**config.mk**
```make
export PLATFORM = sky130hd
export DESIGN_NAME = raster_output_fifo
export DESIGN_NICKNAME = d
export VERILOG_FILES = /design/src/rtl/raster_output_fifo.sv
export SDC_FILE = /design/constraint.sdc
export NUM_CORES = 1
export LEC_CHECK = 0
export CAP_MARGIN = 0
export CORE_ASPECT_RATIO = 2
export CORE_UTILIZATION = 54
export CTS_CLUSTER_SIZE = 8
export DETAILED_ROUTE_END_ITERATION = 7
export GPL_ROUTABILITY_DRIVEN = 0
export PLACE_DENSITY = 0.79
export SYNTH_ARGS = -nofsm -noshare
export SYNTH_HDL_FRONTEND = slang
export SYNTH_SLANG_ARGS = --single-unit
export TNS_END_PERCENT = 50
```
**constraint.sdc**
```tcl
create_clock -name clk -period 7.9 [get_ports clk]
set_input_delay 0.79 -clock clk [delete_from_list [all_inputs] [get_ports clk]]
set_output_delay 0.79 -clock clk [all_outputs]
set_load 0.03 [all_outputs]
```
**src/rtl/raster_output_fifo.sv**
```systemverilog
// -----------------------------------------------------------------------------
// raster_output_fifo
//
// Decoupling FIFO between the raster stage and the shadow/shading stage.
// Each one-cycle write strobe from the raster unit is captured into a small
// circular buffer. The head entry is presented first-word-fall-through to the
// downstream consumer using a ready/valid handshake. Every entry also carries
// a shadow tag that tells the shading stage whether a shadow ray must be
// traced for it.
//
// Build option (macro): RASTER_OUTPUT_MISS_BYPASS_EN
//   defined   : the shadow tag is (SurfaceType != ST_None), so primary misses
//               leave with out_shadow = 0.
//   undefined : the shadow tag is constantly 1.
//   The queue behaviour and the data path are identical in both builds.
//
// Parameters
//   DEPTH       number of entries (power of two, >= 2)
//
// Ports
//   clk         single clock, all state changes on the rising edge
//   reset       synchronous active-high reset
//   in_valid    one-cycle write strobe (raster 'valid')
//   in_data     entry to store, sampled when in_valid = 1
//   in_full     backpressure to the raster unit (output_fifo_full)
//   out_valid   head entry available
//   out_ready   consumer accepts the head entry this cycle
//   out_data    head entry (don't-care while out_valid = 0)
//   out_shadow  head entry needs a shadow-ray trace (0 while empty)
//   count       current occupancy, 0..DEPTH
//   overflow    sticky flag, set when a write is dropped; cleared by reset
// -----------------------------------------------------------------------------

package raster_output_pkg;

    typedef enum logic [1:0] {
        ST_None       = 2'd0,
        ST_Diffuse    = 2'd1,
        ST_Reflective = 2'd2,
        ST_Emissive   = 2'd3
    } surface_type_t;

    typedef struct packed {
        logic [47:0]   ShadowingRay;
        logic [47:0]   HitPos;
        logic [23:0]   Color;
        logic [15:0]   VI;
        logic [9:0]    x;
        logic [9:0]    y;
        logic [2:0]    BounceLevel;
        surface_type_t SurfaceType;
    } RasterOutputData;

endpackage

module raster_output_fifo
    import raster_output_pkg::*;
#(
    parameter int DEPTH = 4
) (
    input  logic                    clk,
    input  logic                    reset,
    input  logic                    in_valid,
    input  RasterOutputData         in_data,
    output logic                    in_full,
    output logic                    out_valid,
    input  logic                    out_ready,
    output RasterOutputData         out_data,
    output logic                    out_shadow,
    output logic [$clog2(DEPTH):0]  count,
    output logic                    overflow
);

    localparam int             AW         = $clog2(DEPTH);
    localparam int             CW         = AW + 1;
    localparam logic [CW-1:0]  FULL_COUNT = CW'(DEPTH);

    // Storage: payload array plus one shadow tag per entry. Neither is
    // reset; out_valid gates every use of the contents.
    RasterOutputData  mem [DEPTH];
    logic [DEPTH-1:0] shadow_mem;

    logic [AW-1:0]    rd_ptr;
    logic [AW-1:0]    wr_ptr;

    logic             push;
    logic             pop;
    logic             drop;
    logic             in_shadow;

    // Status flags come straight from the registered count, so in_full
    // reacts one cycle after the filling push and one cycle after the
    // first pop from full.
    assign in_full   = (count == FULL_COUNT);
    assign out_valid = (count != '0);

    // A pop frees a slot in the same cycle, so a write arriving while full
    // is still accepted when the consumer drains the head at the same edge.
    assign pop  = out_valid && out_ready;
    assign push = in_valid && (!in_full || pop);
    assign drop = in_valid && in_full && !pop;

`ifdef RASTER_OUTPUT_MISS_BYPASS_EN
    // Primary misses have nothing to shadow; tag them so shading can skip.
    assign in_shadow = (in_data.SurfaceType != ST_None);
`else
    assign in_shadow = 1'b1;
`endif

    // First-word-fall-through read: no bypass when empty, so a fresh entry
    // appears on the outputs only after the edge that wrote it.
    assign out_data   = mem[rd_ptr];
    assign out_shadow = shadow_mem[rd_ptr] & out_valid;

    // Control state: pointers, occupancy and the sticky overflow flag.
    always_ff @(posedge clk) begin
        if (reset) begin
            rd_ptr   <= '0;
            wr_ptr   <= '0;
            count    <= '0;
            overflow <= 1'b0;
        end else begin
            if (push) begin
                wr_ptr <= wr_ptr + AW'(1);
            end
            if (pop) begin
                rd_ptr <= rd_ptr + AW'(1);
            end
            unique case ({push, pop})
                2'b10:   count <= count + CW'(1);
                2'b01:   count <= count - CW'(1);
                default: count <= count;
            endcase
            if (drop) begin
                overflow <= 1'b1;
            end
        end
    end

    // Payload and tag storage. A write in the reset cycle is suppressed so
    // that a strobe coinciding with reset leaves no trace.
    always_ff @(posedge clk) begin
        if (push && !reset) begin
            mem[wr_ptr]        <= in_data;
            shadow_mem[wr_ptr] <= in_shadow;
        end
    end

endmodule
```
==> run summary, run 1 <==
Final wirelength: 48900 um
Final worst setup slack: 3550 ps
R2r setup slk: 4470 ps
Max-slew violations: 0
Worst skew pair latency: 620 ps
Largest net degree at the start of global routing: 162
Net Sw Power: 2.04 mW
Gr ovfl total: 0
Multi-input gate area: 4040 um2
Row cnt: 108
RSZ-0062 raised after global routing: false
Number of global-route vias before repair: 12000
FF/Latch Area: 19700 um2
Dpl cells: 1769
Hold_buf cts: 0
Final worst path period need: 4350 ps
Total number of vias: 11100
Cell count after synthesis: 919
Sequential share of power: 46.4%
CTS Buf Count: 92
Pwr dens: 284 nW/um2
Worst-Margin Slew: 1140 ps
Hold-critical path depth: 2
Initial Util: 54.9%
Warnings, synthesis: 0
Outcome: completed
First-pass GRT wire length: 71700 um
Die Span X: 151 um
First-pass DRT Iterations: 5
Max Root-Sink Buffers: 3
Vias per inst: 5.84
Post-synth top area share: 81.2%
Final instance count without filler cells: 1893
Syn-to-layout area delta: 26.8%
Register area share after synthesis: 82.0%
Yosys cell types: 28
P_int: 6.58 mW
Port Buffer Count: 332
FF-to-FF Start: count[0]$_SDFFE_PP0P_
HPWL Detailed: 28200 um
Layout fillers: 2578
Max Cap Viol: 0
Setup TNS: 0 ps
WP data arrival: 3560 ps
Crit Path Category: register to primary output
Core Box Area: 43600 um2
Routed len/inst: 25.8 um
Post-synthesis cell area: 24000 um2
H-tree depth: 3
Setup crit start kind: register
Total track usage: 22.1%
Full die area: 45300 um2
Resized cells post-CTS: 0
Clk network pwr share: 40.0%
CP Capture Type: primary output
CTS root buf: clkbuf_16
Cell Area, Placed: 27900 um2
Place WS: 3460 ps
Remaining antenna violation count: 0
Final Cell Area: 30400 um2
Top FF cell, synth: edfxtp_1
I/O pin cnt: 333
Setup bufs post-CTS: 0
Register bit total from synthesis: 658
Top achievable clock speed: 230 MHz
Detailed router's first-iteration violation count: 679
Worst VDD drop: 215 uV
Hold Fails Final Rpt: 0
P_leak: 9.54 nW
R2R cell count: 4
Initial antenna violation count: 16
Final net count: 1483
Average cell area after synthesis: 26.1 um2
Synth async-reset ratio: 0%
Final Cycle Share: 55.0%
Post-synth EDFFs: 648
Combinational share of power: 13.6%
Layout cells sized above 1: 21.2%
Critical Path RT: 7110 ps
Drt drc: 0
Syn_nets: 1089
Cell taking the most area after synthesis: edfxtp_1
Hold Startpoint: overflow$_SDFFE_PP0P_
Rel. slew slack: 24.3%
Clock sink count: 658
Hold Crit Class: register to register
CTS clk-pin slew, worst paths: 50 ps
Switching fraction of total power: 23.6%
Synth top area cells: edfxtp_1 (81%), mux4_2 (15%), dfxtp_1 (0.84%)
Die outline height: 300 um
Final count of negative-setup-slack endpoints: 0
CP Max Fanout: 71
CTS tree: yes
Worst Skew: 32.9 ps
## routing by layer
metal | global-route usage (%) | share of wire, %
met2 | 37.3 | 54
met3 | 5.95 | 7.1
met5 | 0 | 0.20
met1 | 25.5 | 34
met4 | 12.1 | 4.7
## final cells by class
type	count	share of cell area, %
flip-flops and latches	658	64.7
multi-input cells	214	13.3
repair buffers	341	11.3
clock buffers	108	7.77
well taps	550	2.26
clock inverters	8	0.506
inverters	6	0.0741
diodes	8	0.0659
## critical path, cell delays in order, from the launching register on
cell	delay (ps)
dfxtp_4	1020
buf_4	680
mux4_2	400
clkdlybuf4s50_1	660
## registers in the layout, summed over array words and instances, names as in the netlist, named ones only
name	flops
rd_ptr	2
overflow	1
wr_ptr	2
shadow_mem	4
mem	644
count	3
## power groups by stage
stage	clock, mW	combinational (mW)	sequential, mW
global placement	0	1.17	4.05
finish	3.45	1.17	4.00
global route	3.65	1.23	4.00
floorplan	0	0.725	4.04
detailed placement	0	1.18	4.06
CTS	3.51	1.19	4.00
## stage by stage
step	util (%)	hold WS [ps]	power, mW
2_1_floorplan	-	487	4.77
3_3_place_gp	63.8	481	5.23
6_report	69.6	525	8.62
5_1_grt	69.6	536	8.88
3_5_place_dp	63.8	509	5.24
4_1_cts	69.6	526	8.70
## final timing paths
check	end
max	out_data[52]
min	overflow$_SDFFE_PP0P_
max reg2reg	mem[0][74]$_DFFE_PP_
min reg2reg	overflow$_SDFFE_PP0P_
## cell families (layout without fill, tap and decap cells)
| kind of cell | after synthesis | in the layout | share of synthesized area, % |
|---|---|---|---|
| AOI/OAI and AO/OA | 14 | 14 | 0.402 |
| xor gates and xnor gates | 4 | 4 | 0.146 |
| adders and majority gates | 5 | 5 | 0.292 |
| buffers and inverters | 47 | 463 | 1.20 |
| DFF | 658 | 658 | 82.0 |
| muxes | 162 | 162 | 15.2 |
| other | 0 | 8 | 0 |
| and+or+nand+nor | 29 | 29 | 0.746 |
## synthesized netlist by cell type (4+ instances only)
master      n
buf_2      22
nor2_1      7
xor2_1      4
buf_6      11
edfxtp_1  648
mux4_2    162
or2_2       5
clkbuf_1    8
ha_1        4
dfxtp_1    10
inv_1       6
and2_1      6
## cells in the final DEF, fill, tap and decap left out, drive strengths merged
cell / count
fa: 1
ha: 4
nand3b: 2
or3: 3
a21oi: 3
dfxtp: 10
nand3: 3
clkinv: 4
a221oi: 1
nor2: 7
buf: 9
clkbuf: 108
edfxtp: 648
o21bai: 1
a31oi: 1
nor4b: 1
or2: 5
diode: 8
and2: 6
inv: 10
o211ai: 1
o31ai: 2
mux4: 162
clkdlybuf4s50: 332
xor2: 4
nor3: 1
nand2b: 1
o21ai: 2
o311ai: 1
o2111ai: 2
No activity file was read; power rests on OpenSTA's default activity.
==> run 2: changes to the inputs <==
Clock period 7.9 ns to 4.2 ns, I/O delays scaled along.
==> run 2 against run 1 <==
Via count rose by 0.98%. Total power rose by 87%. Clock skew fell by 10 ps. Worst setup slack got worse by 2700 ps. Global-route usage rose by 1.2 points. Sequential share of layout area fell by 0.67 points. Combinational power rose by 94%. Largest power group unchanged. Core utilization rose by 0.73 points. Largest cell class unchanged. Highest routed layer unchanged. Count of clock-buffer cells in the layout fell by 8.
==> run summary, run 2 (same netlist as run 1, synthesis figures left out) <==
Hold Crit Class: input port to register
I/O pin cnt: 333
Initial Util: 54.9%
Setup bufs post-CTS: 0
Largest net degree at the start of global routing: 66
Initial antenna violation count: 18
CP Max Fanout: 47
Final Cycle Share: 79.3%
Total track usage: 23.4%
Final worst setup slack: 869 ps
Most flops, register: mem
First-pass GRT wire length: 75000 um
FF-to-FF Start: count[0]$_SDFFE_PP0P_
Worst skew pair latency: 600 ps
Top achievable clock speed: 300 MHz
Remaining antenna violation count: 0
Full die area: 45300 um2
Worst Skew: 22.9 ps
Die outline height: 300 um
Place WS: 1200 ps
Die Span X: 151 um
Pwr dens: 524 nW/um2
CTS clk-pin slew, worst paths: 50 ps
Largest regs: mem x644, shadow_mem x4, count x3
Worst Setup EP: out_data[31]
Detailed router's first-iteration violation count: 598
CTS Buf Count: 92
Outcome: completed
RR Endpoint: mem[2][93]$_DFFE_PP_
Layout fillers: 2535
R2R cell count: 5
Final Cell Area: 30700 um2
Row cnt: 108
Crit Path Category: register to primary output
Cell Area, Placed: 28300 um2
WP data arrival: 2910 ps
Max FFs per register: 644
Rel. slew slack: 45.5%
HPWL Detailed: 31700 um
R2r setup slk: 1870 ps
Commonest cells after routing, fill and taps aside: edfxtp_1 (648), clkdlybuf4s50_1 (332), mux4_2 (162), clkbuf_16 (93), buf_12 (21)
Drt drc: 0
CP Capture Type: primary output
Layout cells sized above 1: 22.7%
Worst VDD drop: 455 uV
Gr ovfl total: 0
Setup crit start kind: register
Max-slew violations: 0
Max Cap Viol: 0
P_leak: 9.69 nW
Clock sink count: 658
Final count of negative-setup-slack endpoints: 0
Total number of vias: 11200
Final wirelength: 50900 um
Most common cell after layout, fill and taps aside: edfxtp_1
Resized cells post-CTS: 0
Final worst path period need: 3330 ps
CTS tree: yes
Vias per inst: 5.85
Pwr Total: 16.1 mW
Routed len/inst: 26.7 um
Max Root-Sink Buffers: 3
Hold_buf cts: 0
Syn-to-layout area delta: 28.1%
Port Buffer Count: 332
Number of global-route vias before repair: 12500
Final net count: 1508
Worst-Margin Slew: 817 ps
CTS root buf: clkbuf_16
First-pass DRT Iterations: 4
Core Box Area: 43600 um2
Hold Fails Final Rpt: 0
H-tree depth: 3
Critical Path RT: 3780 ps
RSZ-0062 raised after global routing: false
## run 2: metrics by stage
step	util [%]	setup TNS, ps	std cells	hold slack, ps
floorplan	-	-453960	919	487
global placement	64.7	0	1794	473
detailed placement	64.7	0	1794	476
CTS	70.3	0	1899	414
global route	70.4	0	1911	436
finish	70.4	0	1911	453
## run 2: how the worst min path moves through the flow
stage / startpoint / end / slack [ps] / cells past startpoint
floorplan: wr_ptr[1]$_SDFFE_PP0N_ / wr_ptr[1]$_SDFFE_PP0N_ / 490 / 2
global placement: overflow$_SDFFE_PP0P_ / overflow$_SDFFE_PP0P_ / 470 / 2
detailed placement: overflow$_SDFFE_PP0P_ / overflow$_SDFFE_PP0P_ / 480 / 2
CTS: in_data[110] / mem[1][110]$_DFFE_PP_ / 410 / 1
global route: in_data[56] / mem[1][56]$_DFFE_PP_ / 440 / 1
finish: in_data[51] / mem[1][51]$_DFFE_PP_ / 450 / 1
## run 2: layer usage
layer,up-vias,global-route usage (%),wire length [um]
li1,4784,-,-
met2,460,41.1,28100
met5,-,0,91
met4,12,13.8,2390
met1,5796,24.9,16900
met3,118,5.87,3450
## run 2: layout make-up
class                   count  area (um2)  share of cell area, %
diodes                     12        30.0                 0.0978
clock inverters             5        70.1                  0.228
clock buffers             100        2350                   7.66
flip-flops and latches    658       19700                   64.0
repair buffers            366        3840                   12.5
inverters                   6        22.5                 0.0733
well taps                 550         688                   2.24
multi-input cells         214        4040                   13.2
## run 2: power by group
part	internal [mW]	leakage (nW)	switching (mW)	total, mW
Clock	3.89	1.19	2.43	6.33
Sequential	7.42	5.97	0.0683	7.49
Combinational	1.05	2.53	1.22	2.27
## run 2: worst max-delay path: stages, from the launching register on
cell and delay, ps:
dfxtp_4 870, buf_4 410, mux4_2 400, clkdlybuf4s50_1 620
==> run 3: changes to the inputs <==
Settings changed: CORE_UTILIZATION 54 to 49, PLACE_DENSITY 0.79 to 0.76.
Clock period 4.2 ns to 3 ns, I/O delays scaled along.
==> run 3 against run 2 <==
Cell area up 0.79%. Sequential share of layout area down 0.50 points. Clock power up 43%. Register-to-register slack worse by 900 ps. Via count about the same. Sequential power up 40%. Routed wire length down 3.2%. Total power up 41%.
==> run summary, run 3 (same netlist as run 1, synthesis figures left out) <==
Full die area: 49900 um2
CTS clk-pin slew, worst paths: 50 ps
Hold_buf cts: 0
R2R cell count: 4
Hold-critical path depth: 1
RR Endpoint: mem[2][91]$_DFFE_PP_
FF-to-FF Start: count[0]$_SDFFE_PP0P_
Clock sink count: 658
Hold Startpoint: in_data[44]
Commonest cells after routing, fill and taps aside: edfxtp_1 (648), clkdlybuf4s50_1 (244), mux4_2 (162), clkbuf_16 (95), dlygate4sd2_1 (52)
Combinational share of power: 13.8%
Core occupancy in the finished layout: 64.0%
Worst skew pair latency: 600 ps
CTS root buf: clkbuf_16
Final Cell Area: 31000 um2
Max Root-Sink Buffers: 3
Layout cells sized above 1: 22.8%
Net Sw Power: 5.24 mW
Max Cap Viol: 0
Core Box Area: 48400 um2
Dpl cells: 1884
Final net count: 1510
Sequential share of power: 46.2%
Most common cell after layout, fill and taps aside: edfxtp_1
Routed len/inst: 24.6 um
Clk network pwr share: 40.0%
Worst-Margin Slew: 468 ps
Die Span X: 158 um
CP Capture Type: primary output
Total track usage: 20.2%
P_leak: 10.1 nW
Pwr Total: 22.7 mW
WP data arrival: 2590 ps
R2r setup slk: 970 ps
First-pass GRT wire length: 72900 um
Gr ovfl total: 0
Remaining antenna violation count: 0
Largest net degree at the start of global routing: 64
First-pass DRT Iterations: 4
Pwr dens: 732 nW/um2
Max-slew violations: 0
Hold Crit Class: input port to register
Largest regs: mem x644, shadow_mem x4, count x3
Worst Skew: 17.6 ps
Number of global-route vias before repair: 12200
CTS tree: yes
Outcome: completed
Most flops, register: mem
Switching fraction of total power: 23.1%
Final count of negative-setup-slack endpoints: 0
Port Buffer Count: 332
Row cnt: 114
Final instance count without filler cells: 2006
RSZ-0062 raised after global routing: true
I/O pin cnt: 333
Initial Util: 49.6%
CP Max Fanout: 52
Layout fillers: 3128
Setup TNS: 0 ps
Detailed router's first-iteration violation count: 645
CTS Buf Count: 92
Rel. slew slack: 68.4%
Final Cycle Share: 96.3%
Max FFs per register: 644
Total number of vias: 11200
Worst Setup EP: out_data[49]
Crit Path Category: register to primary output
HPWL Detailed: 30100 um
Setup crit start kind: register
Die outline height: 315 um
Drt drc: 0
Critical Path RT: 2700 ps
Initial antenna violation count: 11
Final wirelength: 49300 um
Top achievable clock speed: 346 MHz
Vias per inst: 5.57
Final worst path period need: 2890 ps
Hold Fails Final Rpt: 0
Worst VDD drop: 473 uV
Syn-to-layout area delta: 29.1%
P_int: 17.4 mW
H-tree depth: 3
Cell Area, Placed: 28400 um2
run 3: cell types whose count changed in the layout (fill, tap and decap cells not counted), moves of 6 or more:
cell | previous run | this run
clkbuf_1 | 7 | 16
clkdlybuf4s50_1 | 332 | 244
dlymetal6s2s_1 | 0 | 36
dlygate4sd2_1 | 0 | 52
diode_2 | 12 | 6
run 3: worst min-delay path by stage:
stage	endpoint
floorplan	mem[0][0]$_DFFE_PP_
global placement	overflow$_SDFFE_PP0P_
detailed placement	overflow$_SDFFE_PP0P_
CTS	mem[2][44]$_DFFE_PP_
global route	mem[2][44]$_DFFE_PP_
finish	mem[2][44]$_DFFE_PP_
run 3: per-layer routing:
layer / track usage [%] / wire, um / vias to the layer above
met2: 35.1 / 26700 / 420
met3: 5.15 / 3130 / 91
li1: - / - / 4807
met1: 23.4 / 18000 / 5846
met5: 0 / 60 / -
met4: 8.74 / 1430 / 10
run 3: worst max-delay path: stages, from the launching register on:
cell and delay, ps:
dfxtp_4 410, buf_16 310, mux4_2 550, clkdlybuf4s50_1 610
run 3: area by class of cell:
cell class	count	area, um2	share of cell area [%]
sequential	658	19700	63.5
multi-input combinational	214	4040	13.1
timing repair buffer	368	3910	12.6
clock buffer	111	2440	7.87
tap	638	798	2.58
clock inverter	5	55.1	0.178
inverter	6	22.5	0.0728
antenna	6	15.0	0.0485
run 3: stage by stage:
step | hold WS [ps] | setup WS, ps
after CTS | 290 | 0.478
after detailed placement | 471 | 612
after global routing | 301 | -20.9
after floorplan | 399 | 159
final | 327 | 111
after global placement | 467 | 631
run 3: power by group through the flow:
stage | combinational (mW) | clock [mW] | sequential [mW]
detailed placement | 3.26 | 0 | 10.6
CTS | 3.19 | 9.27 | 10.5
finish | 3.12 | 9.06 | 10.5
global route | 3.29 | 9.62 | 10.5
floorplan | 1.91 | 0 | 10.6
global placement | 3.23 | 0 | 10.6
run 3: timing repair:
| item | CTS | global route |
|---|---|---|
| setup buffers | 0 | 0 |
| endpoints found under the setup margin | 60 | 40 |
| gates resized for setup | 53 | 36 |
